**config.mk**
```make
export PLATFORM = sky130hd
export DESIGN_NAME = uifdma_axi_wr
export DESIGN_NICKNAME = d
export VERILOG_FILES = /design/src/rtl/uifdma_axi_wr_pkg.sv /design/src/rtl/uifdma_burst_calc.sv /design/src/rtl/uifdma_axi_wr.sv
export SDC_FILE = /design/constraint.sdc
export NUM_CORES = 1
export LEC_CHECK = 0
export BUFFER_PORTS_ARGS = -buffer_cell sky130_fd_sc_hd__buf_4
export CAP_MARGIN = 20
export CORE_AREA = 8 8 138 140
export CTS_BUF_LIST = sky130_fd_sc_hd__clkbuf_4 sky130_fd_sc_hd__clkbuf_8
export DETAILED_ROUTE_END_ITERATION = 8
export DIE_AREA = 0 0 146 148
export PLACE_DENSITY = 0.71
export SLEW_MARGIN = 20
export SYNTH_ARGS = -nofsm -noshare
export SYNTH_HDL_FRONTEND = slang
export SYNTH_SLANG_ARGS = --single-unit
```
**constraint.sdc**
```tcl
create_clock -name M_AXI_ACLK -period 7.6 [get_ports M_AXI_ACLK]
set_input_delay 1.14 -clock M_AXI_ACLK [delete_from_list [all_inputs] [get_ports M_AXI_ACLK]]
set_output_delay 1.14 -clock M_AXI_ACLK [all_outputs]
set_load 0.01 [all_outputs]
```
**src/rtl/uifdma_axi_wr_pkg.sv**
```systemverilog
`default_nettype none
//============================================================================
// Module      : uifdma_axi_wr_pkg
// Description : Shared definitions for the FDMA AXI4 write engine.
//               - FSM state encoding
//               - AXI burst-type and response codes
//               - 4 KB address-boundary constants
// Revision    : 1.0 - initial release
//============================================================================
package uifdma_axi_wr_pkg;

  // Write-engine FSM.
  // IDLE -> AW -> W -> B -> (AW | IDLE)
  typedef enum logic [1:0] {
    ST_IDLE = 2'd0,
    ST_AW   = 2'd1,
    ST_W    = 2'd2,
    ST_B    = 2'd3
  } wr_state_e;

  // AXI4 encodings.
  // The integrator ties AWBURST to INCR outside this block.
  localparam logic [1:0] AXI_BURST_INCR = 2'b01;
  localparam logic [1:0] AXI_RESP_OKAY  = 2'b00;

  // An AXI burst must never cross a 4 KB page.
  localparam int unsigned BOUNDARY_4K_BYTES = 4096;
  localparam int unsigned BOUNDARY_4K_BITS  = 12;

endpackage : uifdma_axi_wr_pkg
`default_nettype wire

```
**src/rtl/uifdma_burst_calc.sv**
```systemverilog
`default_nettype none
//============================================================================
// Module      : uifdma_burst_calc
// Description : Combinational burst-length calculator. Returns the smallest
//               of the three limits below:
//               - remaining beats in the transfer
//               - the configured maximum burst length
//               - the beats left before the next 4 KB page boundary
// Ports       :
//   addr_offset  in  12  low 12 bits of the burst start byte address
//   remaining    in  16  beats still to be written (must be non-zero)
//   burst_len    out  9  beats in the next burst, range 1..256
// Revision    : 1.0 - initial release
//============================================================================
module uifdma_burst_calc
  import uifdma_axi_wr_pkg::*;
#(
  parameter int AXI_DATA_WIDTH      = 128,
  parameter int M_AXI_MAX_BURST_LEN = 64
) (
  input  logic [BOUNDARY_4K_BITS-1:0] addr_offset,
  input  logic [15:0]                 remaining,
  output logic [8:0]                  burst_len
);

  localparam int          BEAT_SHIFT   = $clog2(AXI_DATA_WIDTH / 8);
  localparam logic [12:0] BEATS_PER_4K = 13'(BOUNDARY_4K_BYTES >> BEAT_SHIFT);

  logic [12:0] off_beats;
  logic [12:0] to_boundary;
  logic [16:0] rem_ext;
  logic [16:0] bnd_ext;
  logic [16:0] cap_ext;
  logic [16:0] min_rc;
  logic [16:0] min_all;

  always_comb begin
    // The start address is beat-aligned, so the shift drops no set bits.
    off_beats   = 13'(addr_offset >> BEAT_SHIFT);
    to_boundary = BEATS_PER_4K - off_beats;

    rem_ext = {1'b0, remaining};
    bnd_ext = 17'(to_boundary);
    cap_ext = 17'(M_AXI_MAX_BURST_LEN);

    min_rc  = (rem_ext < cap_ext) ? rem_ext : cap_ext;
    min_all = (min_rc < bnd_ext) ? min_rc : bnd_ext;

    // The maximum burst length is at most 256, so the result fits in 9 bits.
    burst_len = 9'(min_all);
  end

endmodule : uifdma_burst_calc
`default_nettype wire

```
**src/rtl/uifdma_axi_wr.sv**
```systemverilog
`default_nettype none
//============================================================================
// Module      : uifdma_axi_wr
// Description : FDMA write-request responder.
//               - Accepts a request: start address and length in beats.
//               - Pops beats from the controller's FWFT FIFO.
//               - Writes them to memory as a series of AXI4 INCR bursts.
//               - Keeps only one burst outstanding at a time.
//               - No burst crosses a 4 KB boundary.
// Ports       :
//   M_AXI_ACLK / M_AXI_ARESETN   clock, asynchronous active-low reset
//   fdma_waddr/wareq/wsize       request: start address, pulse, beat count
//   fdma_wbusy                   transfer in progress
//   fdma_wdata/wready            FWFT data and "beat available" from FIFO
//   fdma_wvalid                  FIFO read strobe (beat consumed)
//   fdma_werr                    sticky: non-OKAY write response seen
//   M_AXI_AW* / W* / B*          AXI4 write address, data, response
// Revision    : 1.0 - initial release
//============================================================================
module uifdma_axi_wr
  import uifdma_axi_wr_pkg::*;
#(
  parameter int AXI_DATA_WIDTH      = 128,
  parameter int AXI_ADDR_WIDTH      = 32,
  parameter int M_AXI_MAX_BURST_LEN = 64
) (
  input  logic                          M_AXI_ACLK,
  input  logic                          M_AXI_ARESETN,

  // Request interface
  input  logic [AXI_ADDR_WIDTH-1:0]     fdma_waddr,
  input  logic                          fdma_wareq,
  input  logic [15:0]                   fdma_wsize,
  output logic                          fdma_wbusy,

  // FIFO interface
  input  logic [AXI_DATA_WIDTH-1:0]     fdma_wdata,
  output logic                          fdma_wvalid,
  input  logic                          fdma_wready,

  // AXI write address channel
  output logic [AXI_ADDR_WIDTH-1:0]     M_AXI_AWADDR,
  output logic [7:0]                    M_AXI_AWLEN,
  output logic                          M_AXI_AWVALID,
  input  logic                          M_AXI_AWREADY,

  // AXI write data channel
  output logic [AXI_DATA_WIDTH-1:0]     M_AXI_WDATA,
  output logic [AXI_DATA_WIDTH/8-1:0]   M_AXI_WSTRB,
  output logic                          M_AXI_WLAST,
  output logic                          M_AXI_WVALID,
  input  logic                          M_AXI_WREADY,

  // AXI write response channel
  input  logic [1:0]                    M_AXI_BRESP,
  input  logic                          M_AXI_BVALID,
  output logic                          M_AXI_BREADY,

  output logic                          fdma_werr
);

  localparam int BEAT_SHIFT = $clog2(AXI_DATA_WIDTH / 8);

  // ------------------------------------------------------------------
  // State
  // ------------------------------------------------------------------
  wr_state_e                 state_q, state_d;
  logic [AXI_ADDR_WIDTH-1:0] addr_q,  addr_d;   // current burst address
  logic [15:0]               rem_q,   rem_d;    // beats not yet acknowledged
  logic [7:0]                awlen_q, awlen_d;  // current burst length - 1
  logic [7:0]                beat_q,  beat_d;   // beats accepted in this burst
  logic                      werr_q,  werr_d;

  logic [8:0] calc_len;
  logic [8:0] cur_len;
  logic       start_req;
  logic       w_hs;
  logic       b_hs;
  logic       last_beat;

  assign cur_len   = {1'b0, awlen_q} + 9'd1;
  assign start_req = (state_q == ST_IDLE) && fdma_wareq && (fdma_wsize != 16'd0);
  assign w_hs      = (state_q == ST_W) && fdma_wready && M_AXI_WREADY;
  assign b_hs      = (state_q == ST_B) && M_AXI_BVALID;
  assign last_beat = (beat_q == awlen_q);

  // ------------------------------------------------------------------
  // Address / remaining-count update
  // ------------------------------------------------------------------
  // This block is kept separate from the FSM block. The burst
  // calculator reads addr_d/rem_d, and the FSM uses the calculator's
  // result to load the length of the next burst. Keeping the two
  // blocks apart avoids a false combinational loop.
  always_comb begin
    addr_d = addr_q;
    rem_d  = rem_q;
    if (start_req) begin
      addr_d = fdma_waddr;
      rem_d  = fdma_wsize;
    end else if (b_hs) begin
      // The addition wraps naturally modulo 2^AXI_ADDR_WIDTH.
      addr_d = addr_q + (AXI_ADDR_WIDTH'(cur_len) << BEAT_SHIFT);
      rem_d  = rem_q - 16'(cur_len);
    end
  end

  uifdma_burst_calc #(
    .AXI_DATA_WIDTH      (AXI_DATA_WIDTH),
    .M_AXI_MAX_BURST_LEN (M_AXI_MAX_BURST_LEN)
  ) u_burst_calc (
    .addr_offset (addr_d[BOUNDARY_4K_BITS-1:0]),
    .remaining   (rem_d),
    .burst_len   (calc_len)
  );

  // ------------------------------------------------------------------
  // FSM next-state
  // ------------------------------------------------------------------
  always_comb begin
    state_d = state_q;
    awlen_d = awlen_q;
    beat_d  = beat_q;
    werr_d  = werr_q;

    case (state_q)
      ST_IDLE: begin
        if (start_req) begin
          state_d = ST_AW;
          awlen_d = 8'(calc_len - 9'd1);
          werr_d  = 1'b0;
        end
      end

      ST_AW: begin
        if (M_AXI_AWREADY) begin
          state_d = ST_W;
          beat_d  = 8'd0;
        end
      end

      ST_W: begin
        if (w_hs) begin
          if (last_beat) begin
            state_d = ST_B;
            beat_d  = 8'd0;
          end else begin
            beat_d  = beat_q + 8'd1;
          end
        end
      end

      ST_B: begin
        if (b_hs) begin
          if (M_AXI_BRESP != AXI_RESP_OKAY) begin
            werr_d = 1'b1;
          end
          if (rem_d != 16'd0) begin
            state_d = ST_AW;
            awlen_d = 8'(calc_len - 9'd1);
          end else begin
            state_d = ST_IDLE;
          end
        end
      end

      default: state_d = ST_IDLE;
    endcase
  end

  // ------------------------------------------------------------------
  // Registers
  // ------------------------------------------------------------------
  always_ff @(posedge M_AXI_ACLK or negedge M_AXI_ARESETN) begin
    if (!M_AXI_ARESETN) begin
      state_q <= ST_IDLE;
      addr_q  <= '0;
      rem_q   <= '0;
      awlen_q <= '0;
      beat_q  <= '0;
      werr_q  <= 1'b0;
    end else begin
      state_q <= state_d;
      addr_q  <= addr_d;
      rem_q   <= rem_d;
      awlen_q <= awlen_d;
      beat_q  <= beat_d;
      werr_q  <= werr_d;
    end
  end

  // ------------------------------------------------------------------
  // Outputs
  // ------------------------------------------------------------------
  // All handshake outputs are decoded from the registered state.
  // Because of this, an asynchronous reset clears them at once.
  // WVALID only follows the FIFO's "beat available" flag, so a FIFO
  // stall holds the beat count and the data in place. The FIFO pop
  // happens in the same cycle as the accepted beat.
  assign fdma_wbusy    = (state_q != ST_IDLE);
  assign M_AXI_AWADDR  = addr_q;
  assign M_AXI_AWLEN   = awlen_q;
  assign M_AXI_AWVALID = (state_q == ST_AW);
  assign M_AXI_WDATA   = fdma_wdata;
  assign M_AXI_WSTRB   = {(AXI_DATA_WIDTH/8){1'b1}};
  assign M_AXI_WVALID  = (state_q == ST_W) && fdma_wready;
  assign M_AXI_WLAST   = (state_q == ST_W) && last_beat;
  assign fdma_wvalid   = w_hs;
  assign M_AXI_BREADY  = (state_q == ST_B);
  assign fdma_werr     = werr_q;

endmodule : uifdma_axi_wr
`default_nettype wire

```
======== After elaboration in Yosys (flattened, before gate mapping) ========
Cells that the tools add are included.
operators by class
  $lt $le $gt $ge ......................... 2
  reductions and logical operators ........ 18
  equality and inequality tests ........... 11
  mux-type cells .......................... 25
  $add $sub $neg .......................... 6
operator list
  cell                  count
  $mux 32               2
  $mux 8                7
  $mux 16               3
  $add 32x13->32        1
  $pmux 8 s2            2
  $reduce_bool 16->1    2
  $lt 16x13->1          1
  $lt 16x7->1 const B   1
  $sub 16x9->16         1
  $mux 2                5
  $reduce_bool 2->1     5
  $sub 9x8->10 const A  1
  $add 8x1->9 const B   1
  $add 8x1->8 const B   1
  $eq 8x8->1            1
  $ne 2x1->1 const B    4
  $pmux 2 s4            1
  $reduce_and 4->1      2
  $sub 8x1->8 const B   1
  $logic_and 1x1->1     6
  $ne 2x2->1 const B    3
  $reduce_and 5->1      1
  $eq 2x2->1 const B    2
  $mux 1                4
  other kinds (4)       4
storage, ports and cells
  register bits after elaboration ......... 67
  output and inout bits ................... 191
  logic and storage cells ................. 69

======== Logic depth before layout (Yosys ltp) ========
Gate-level depths: netlist of run 1.
  word-level depth ........................ 12
  mapped depth ............................ 32

======== Modules after synthesis ========
A second synthesis of run 1 with hierarchy kept.
second synthesis, totals
  cells, all modules ...................... 782
  area, all modules ....................... 6374.9 µm²
modules (own cells, without submodules)
  module             area each (µm²)  seq. area each (µm²)  cells each  times used
  uifdma_axi_wr      5884.4           1676.6                721         1
  uifdma_burst_calc  490.5            0.0                   61          1

======== Least setup slack after synthesis of run 1 ========
No wires, ideal clock.
  path kind ............................... register to register
  start ................................... register awlen_q[0] (netlist: M_AXI_AWLEN[0])
  end ..................................... register awlen_q[6] (netlist: M_AXI_AWLEN[6])
  data arrival time ....................... 5.937 ns
  clock period less this slack ............ 6.020 ns
  path slack .............................. 1.580 ns
  cell stages (with the launch flop) ...... 32
  setup time .............................. 0.082 ns
  cell sequence ........................... dfrtp_1 and3_1 nand3_1 nor2_1 xor2_1 inv_1 ha_1 clkbuf_1 a21o_1 a311oi_2 nand3_1 o211ai_1 a41o_1 nor4bb_2 and3_1 buf_6 and2_1 ha_1 o21a_1 o21a_1 o2111ai_1 a21oi_1 a211o_1 a41o_1 buf_6 nor3_1 a21oi_1 ha_1 and4_1 and3_1 mux2_2 o22ai_1
between the ends
  word-level cells in the longest chain between the ends .. 12
RTL lines
  element                 line                                        source
  start, declared         uifdma_axi_wr.sv:70                         logic [7:0] awlen_q, awlen_d;
  start signal, assigned  uifdma_axi_wr.sv:185                        awlen_q <= awlen_d;
  $add 8x1->9 (*)         uifdma_axi_wr.sv:81                         assign cur_len = {1'b0, awlen_q} + 9'd1;
  $sub 16x9->16           uifdma_axi_wr.sv:103                        rem_d = rem_q - 16'(cur_len);
  $mux 16                 uifdma_axi_wr.sv:100                        end else if (b_hs) begin
  $mux 16                 uifdma_axi_wr.sv:97                         if (start_req) begin
  $lt 16x7->1             uifdma_burst_calc.sv:46                     min_rc = (rem_ext < cap_ext) ? rem_ext : cap_ext;
  $mux 16                 uifdma_burst_calc.sv:46
  $lt 16x13->1            uifdma_burst_calc.sv:47                     min_all = (min_rc < bnd_ext) ? min_rc : bnd_ext;
  $mux 8                  uifdma_burst_calc.sv:47
  $sub 8x1->8             uifdma_axi_wr.sv:129, uifdma_axi_wr.sv:159
  $mux 8                  uifdma_axi_wr.sv:157                        if (rem_d != 16'd0) begin
  $mux 8                  uifdma_axi_wr.sv:153                        if (b_hs) begin
  $pmux 8 s2              uifdma_axi_wr.sv:125                        case (state_q)
Every way passes the cells marked *; elsewhere a longest branch is shown, timed or not. The select of a mux whose other input is x is not followed.
A chain may end at the register's enable or synchronous reset.

======== Worst setup path in the final report of run 1 ========
Ends and elaborated chain as after synthesis.

==> results.cfg, run 1 <==
[outcome]
outcome = finished clean

[logic_synthesis]
syn_area_per_cell_um2 = 8.34
ys_seq_area_share_pct = 26.3
synth.area.top_cells = dfrtp_1 (26%), buf_4 (17%), ha_1 (6.7%)
synth_cell_type_count = 78
yosysMostFrequentCell = buf_4
synth_edf_count = 0
synthTopCellsByCount = buf_4 (144), nand2_1 (72), dfrtp_1 (67), o21ai_0 (50), nor2_1 (42)
synth_area_um2 = 6380
synth_top_area_cell = dfrtp_1
ys_warn_count = 0
synth_flop_cell = dfrtp_1
async_reset_ff_share_pct = 100
synth_seq_cells = 67
synth_top_area_share_pct = 26.3
synth_cells = 765

[critical_path]
slowest_delay_ns = 0.53
cp_data_arrival_time_ns = 7.13
required_ns = 7.88
crit_fanout = 10
start_kind = register
critPathSlowestCell = nor4bb_2
endpoint_kind = register
crit_type = reg2reg

[drt]
post_drt_wl_per_cell_um = 18.2
vias_per_cell = 5.26
detail-route-antenna-nets = 0
dr.pass1.iters = 5
drt_iter0_markers = 408
wl_mm = 17.6
drc_errors = 0
vias = 5088

[placement]
port_buffers = 103
dp_hpwl_mm = 13.9
gp_congestion = 0.886
placed_cell_area_um2 = 6350
dp_worst_setup_slack_ns = 0.835

[clocking]
post_cts.repair.setup_buffers = 0
cts_tree = built
clock_path_buffers = 2
cts_made_buffers = 9
htreeDepth = 3
cts_root_buffer = clkbuf_8
path_clk_slew_ns = 0.09
cts_sinks = 67
clkLatencyLatePin_ns = 0.37
cts_hold_buf = 0
cts_resized = 0

[floorplanning]
die-area_um2 = 21600
die_y_um = 148
core-area_um2 = 16900
die_w_um = 146
io_pins = 376
num_rows = 48
initial_core_util_pct = 37.7

[global_routing]
grt_antenna_before_repair = 0
grt_max_degree = 68
grt_usage_pct = 16.0
grt_first_pass_wirelength_mm = 27.7
gr-total-overflow = 0
grt_pass1_vias = 4990

[power_and_ir_drop]
switching_share_pct = 24.8
seqPwrFrac_pct = 47.0
p_int_uw = 608
p_leak_uw = 0.00315
power_frac_comb_pct = 9.0
power_switching_uw = 201
power_density_nw_per_um2 = 123
pwr-share-clk_pct = 44.0
peakVddDrop_v = 0.0000651

[timing]
setup_tns_ns = 0
rsz0062_at_grt = false
setup_slack_ns = 0.752
fin_crit_sh_pct = 90.1
hold_violations = 0
period_minus_slack_ns = 6.85
setup_viol = 0
skew_ns = 0.0173
holdWs_ns = 0.479
max_freq_mhz = 146
slew_headroom_pct = 38.8
slew_viol_final = 0
tightest_slew_ns = 0.918

[cells_and_area]
syn2layout_area_growth_pct = 3.22
fin_area_um2 = 6590
nets = 959
drive_above_1_share_pct = 21.3
diodes = 0

[hold_path]
hold_class = reg2reg

[flow_run]
maxCapViolCount = 0
## metrics by stage
step | util (%) | total power, µW | cells
3_3_place_gp | 37.5 | 460 | 952
2_1_floorplan | - | 494 | 781
3_5_place_dp | 37.5 | 461 | 952
6_report | 38.9 | 809 | 968
4_1_cts | 38.9 | 819 | 968
5_1_grt | 38.9 | 846 | 968
## layer usage
metal,routed length [µm],vias up,share of wire [%],track usage (%)
met3,1470,59,8.3,5.47
li1,-,2450,-,-
met4,635,0,3.6,8.35
met5,0,-,0,0
met1,7530,2401,43,19.4
met2,7940,178,45,24.7
## flip-flops by register name (all words and copies together) (netlist names)
signal        count
M_AXI_AWLEN       8
rem_q            16
fdma_werr         1
state_q           2
beat_q            8
M_AXI_AWADDR     32
## cells by family after synthesis
logic type               share of synthesized area [%]
XOR/XNOR                                          6.41
adder cells (fa/ha/maj)                           7.29
AND/OR/NAND/NOR                                   18.6
other                                            0.118
buffers and inverters                             21.6
AO/OA/AOI/OAI                                     16.8
flip-flops                                        26.3
multiplexers                                      2.86
## power by group through the flow
stage          logic, µW  clock network (µW)  registers (µW)
3_5_place_dp        73.6                   0             387
4_1_cts             73.8                 365             380
5_1_grt             83.2                 381             382
6_report            72.7                 356             380
2_1_floorplan        110                   0             383
3_3_place_gp        73.0                   0             387
## cell usage in the layout (no fill, tap or decap), types with 4 or more instances in the layout
| cell | count |
|---|---|
| buf_4 | 112 |
| nor3_1 | 15 |
| o211ai_1 | 5 |
| and3_1 | 17 |
| or3_1 | 7 |
| conb_1 | 18 |
| a211oi_1 | 5 |
| xor2_1 | 28 |
| nand2_1 | 72 |
| o21ai_0 | 49 |
| nor2b_1 | 4 |
| mux2_2 | 6 |
| xnor2_1 | 15 |
| nand3b_1 | 4 |
| nor2_1 | 42 |
| nand3_1 | 24 |
| a21o_1 | 7 |
| inv_1 | 41 |
| a31oi_1 | 9 |
| nand4_1 | 10 |
| mux2i_1 | 7 |
| dfrtp_1 | 67 |
| nor4_1 | 4 |
| nand2b_1 | 5 |
| clkbuf_8 | 11 |
| a21oi_1 | 31 |
| o21a_1 | 12 |
| ha_1 | 34 |
| o31ai_1 | 7 |
| a41o_1 | 4 |
| and2_1 | 5 |
## worst max-delay path, delay by kind of cell, from the launching register on
kind	cells	cell delay, ns
compound gates	12	2.56
simple gates	10	2.09
fa+ha+maj	3	0.88
flops	1	0.48
xor+xnor	1	0.27
buf+inv	2	0.25
mux	1	0.25
## cell type report
class	count	area, µm²
inverters	42	160
clock buffers	12	159
fillers	1752	10300
clock inverters	4	72.6
well taps	225	282
flip-flops and latches	67	1680
multi-input cells	506	3400
repair buffers	112	841
## worst paths after layout
path | start | endpoint | slack [ns] | cells after the start
setup / recovery | M_AXI_AWLEN[0] | M_AXI_AWLEN[6] | 0.75 | 29
hold / removal | M_AXI_AWADDR[2] | M_AXI_AWADDR[2] | 0.48 | 2
setup reg to reg | M_AXI_AWLEN[0] | M_AXI_AWLEN[6] | 0.75 | 29
hold reg to reg | M_AXI_AWADDR[2] | M_AXI_AWADDR[2] | 0.48 | 2
max in group asynchronous | M_AXI_ARESETN | M_AXI_AWLEN[6] | 6.10 | 1
min in group asynchronous | M_AXI_ARESETN | rem_q[6] | 0.91 | 1
(Power assumes the default switching activity.)
==> run 2, diff against run 1 <==
PLACE_DENSITY = 0.74   (was 0.71)
clock period = 5.9 ns   (was 7.6 ns; I/O delays follow)
==> run 2 against run 1 <==
Final area is 11% higher. Global-route usage up 1.6 points. Die area did not move. Final cell count increased by 6.7%. Fmax up 19%. Sequential share of layout area decreased by 2.5 points. Setup slack got worse by 0.59 ns. Core utilization increased by 4.3 points.
==> results.cfg, run 2 (synthesis gave the netlist of run 1 again) <==
[outcome]
outcome = finished clean

[placement]
placed_cell_area_um2 = 6870
gp_congestion = 0.992
port_buffers = 103
placed_cells = 1015
dp_hpwl_mm = 15.2

[critical_path]
crit_fanout = 7
start_kind = register
cp_data_arrival_time_ns = 6.03
endpoint_kind = register
slowest_delay_ns = 0.42
startpoint = M_AXI_AWLEN[0]
crit_type = reg2reg
worstReg2RegStart = M_AXI_AWLEN[0]
r2r_slack_ns = 0.16
critPathSlowestCell = dfrtp_2
required_ns = 6.19

[cells_and_area]
fin_area_um2 = 7320
instances_no_fill = 1033
diodes = 0
syn2layout_area_growth_pct = 14.7
final_cell_mix = buf_4 (175), nand2_1 (72), dfrtp_1 (64), o21ai_0 (48), inv_1 (41)
nFillCells = 1692
drive_above_1_share_pct = 31.3
mostFrequentLayoutCell = buf_4
largest_register_ffs = 32
nets = 1024

[timing]
setup_tns_ns = 0
setup_viol = 0
max_freq_mhz = 174
fin_crit_sh_pct = 97.2
slew_viol_final = 0
holdWs_ns = 0.480
skew_ns = 0.0127
hold_violations = 0
rsz0062_at_grt = true
period_minus_slack_ns = 5.74
tightest_slew_ns = 0.939
slew_headroom_pct = 37.4

[drt]
post_drt_wl_per_cell_um = 19.0
detail-route-antenna-nets = 0
drt_iter0_markers = 272
vias_per_cell = 5.28
drc_errors = 0
wl_mm = 19.6
vias = 5459
dr.pass1.iters = 5

[floorplanning]
io_pins = 376
num_rows = 48
core-area_um2 = 16900
die_y_um = 148
die-area_um2 = 21600
initial_core_util_pct = 37.7
die_w_um = 146

[power_and_ir_drop]
p_leak_uw = 0.00352
peakVddDrop_v = 0.000103
power_density_nw_per_um2 = 147
total_power_uw = 1080

[clocking]
clkLatencyLatePin_ns = 0.37
cts_root_buffer = clkbuf_8
cts_tree = built
cts_made_buffers = 9
clock_path_buffers = 2
path_clk_slew_ns = 0.08
cts_sinks = 67
htreeDepth = 3

[global_routing]
grt_usage_pct = 17.6
grt_pass1_vias = 5514
grt_max_degree = 68
gr-total-overflow = 0
grt_first_pass_wirelength_mm = 30.1
grt_antenna_before_repair = 0

[flow_run]
maxCapViolCount = 0

[hold_path]
min_from = M_AXI_AWADDR[1]
hold_class = reg2reg
-- run 2: cell count changes in the layout (fill, tap and decap cells not counted), sizes merged --
cell	change
clkinvlp	-1
bufinv	+1
clkbuf	-1
clkinv	+1
buf	+65
-- run 2: final timing paths --
kind	depth (start not counted)	to
worst min register to register	2	M_AXI_AWADDR[1]
worst max register to register	29	M_AXI_AWLEN[6]
worst max-delay path	29	M_AXI_AWLEN[6]
min in group asynchronous	1	M_AXI_AWADDR[3]
worst min-delay path	2	M_AXI_AWADDR[1]
max in group asynchronous	1	M_AXI_AWLEN[4]
-- run 2: power by group --
part           internal, µW  switching (µW)
clock                   296             194
combinational          50.1            50.1
sequential              472            16.3
total                   818             260
-- run 2: metrics by stage --
step           utilization (%)  setup slack, ns
2_1_floorplan                -          0.00736
3_3_place_gp              40.6          -0.0737
3_5_place_dp              40.6           -0.111
4_1_cts                   42.1           0.0130
5_1_grt                   43.2          -0.0256
6_report                  43.2            0.165
-- run 2: repair_timing --
item | CTS | global route
endpoints found under the hold margin | 0 | 0
endpoints found under the setup margin | 1 | 3
setup buffers | 0 | 2
pin swaps | 0 | 12
resized for setup | 3 | 32
hold buffers | 0 | 0
-- run 2: per-layer routing --
layer,part of all wire (%),global-route usage [%],vias to the layer above,wire length [µm]
met5,0,0,-,0
met4,5.8,11.4,0,1130
met3,7.4,4.80,80,1450
met2,45,28.1,243,8870
met1,42,20.7,2553,8150
li1,-,-,2583,-
-- run 2: layout make-up --
class	instances	area [µm²]	area share [%]
Multi-Input combinational cell	506	3600	49.2
Sequential cell	67	1680	23.0
Timing Repair Buffer	177	1350	18.5
Tap cell	225	282	3.85
Inverter	42	160	2.19
Clock buffer	11	145	1.98
Clock inverter	5	100	1.37
-- run 2: critical path, delay by kind of cell, from the launching register on --
family | cells | cell delay, ns
AOI/OAI and AO/OA | 12 | 2.18
and+or+nand+nor | 9 | 1.56
adders and majority gates | 3 | 0.60
DFF | 1 | 0.42
buffers and inverters | 3 | 0.40
muxes | 1 | 0.26
xor gates and xnor gates | 1 | 0.20
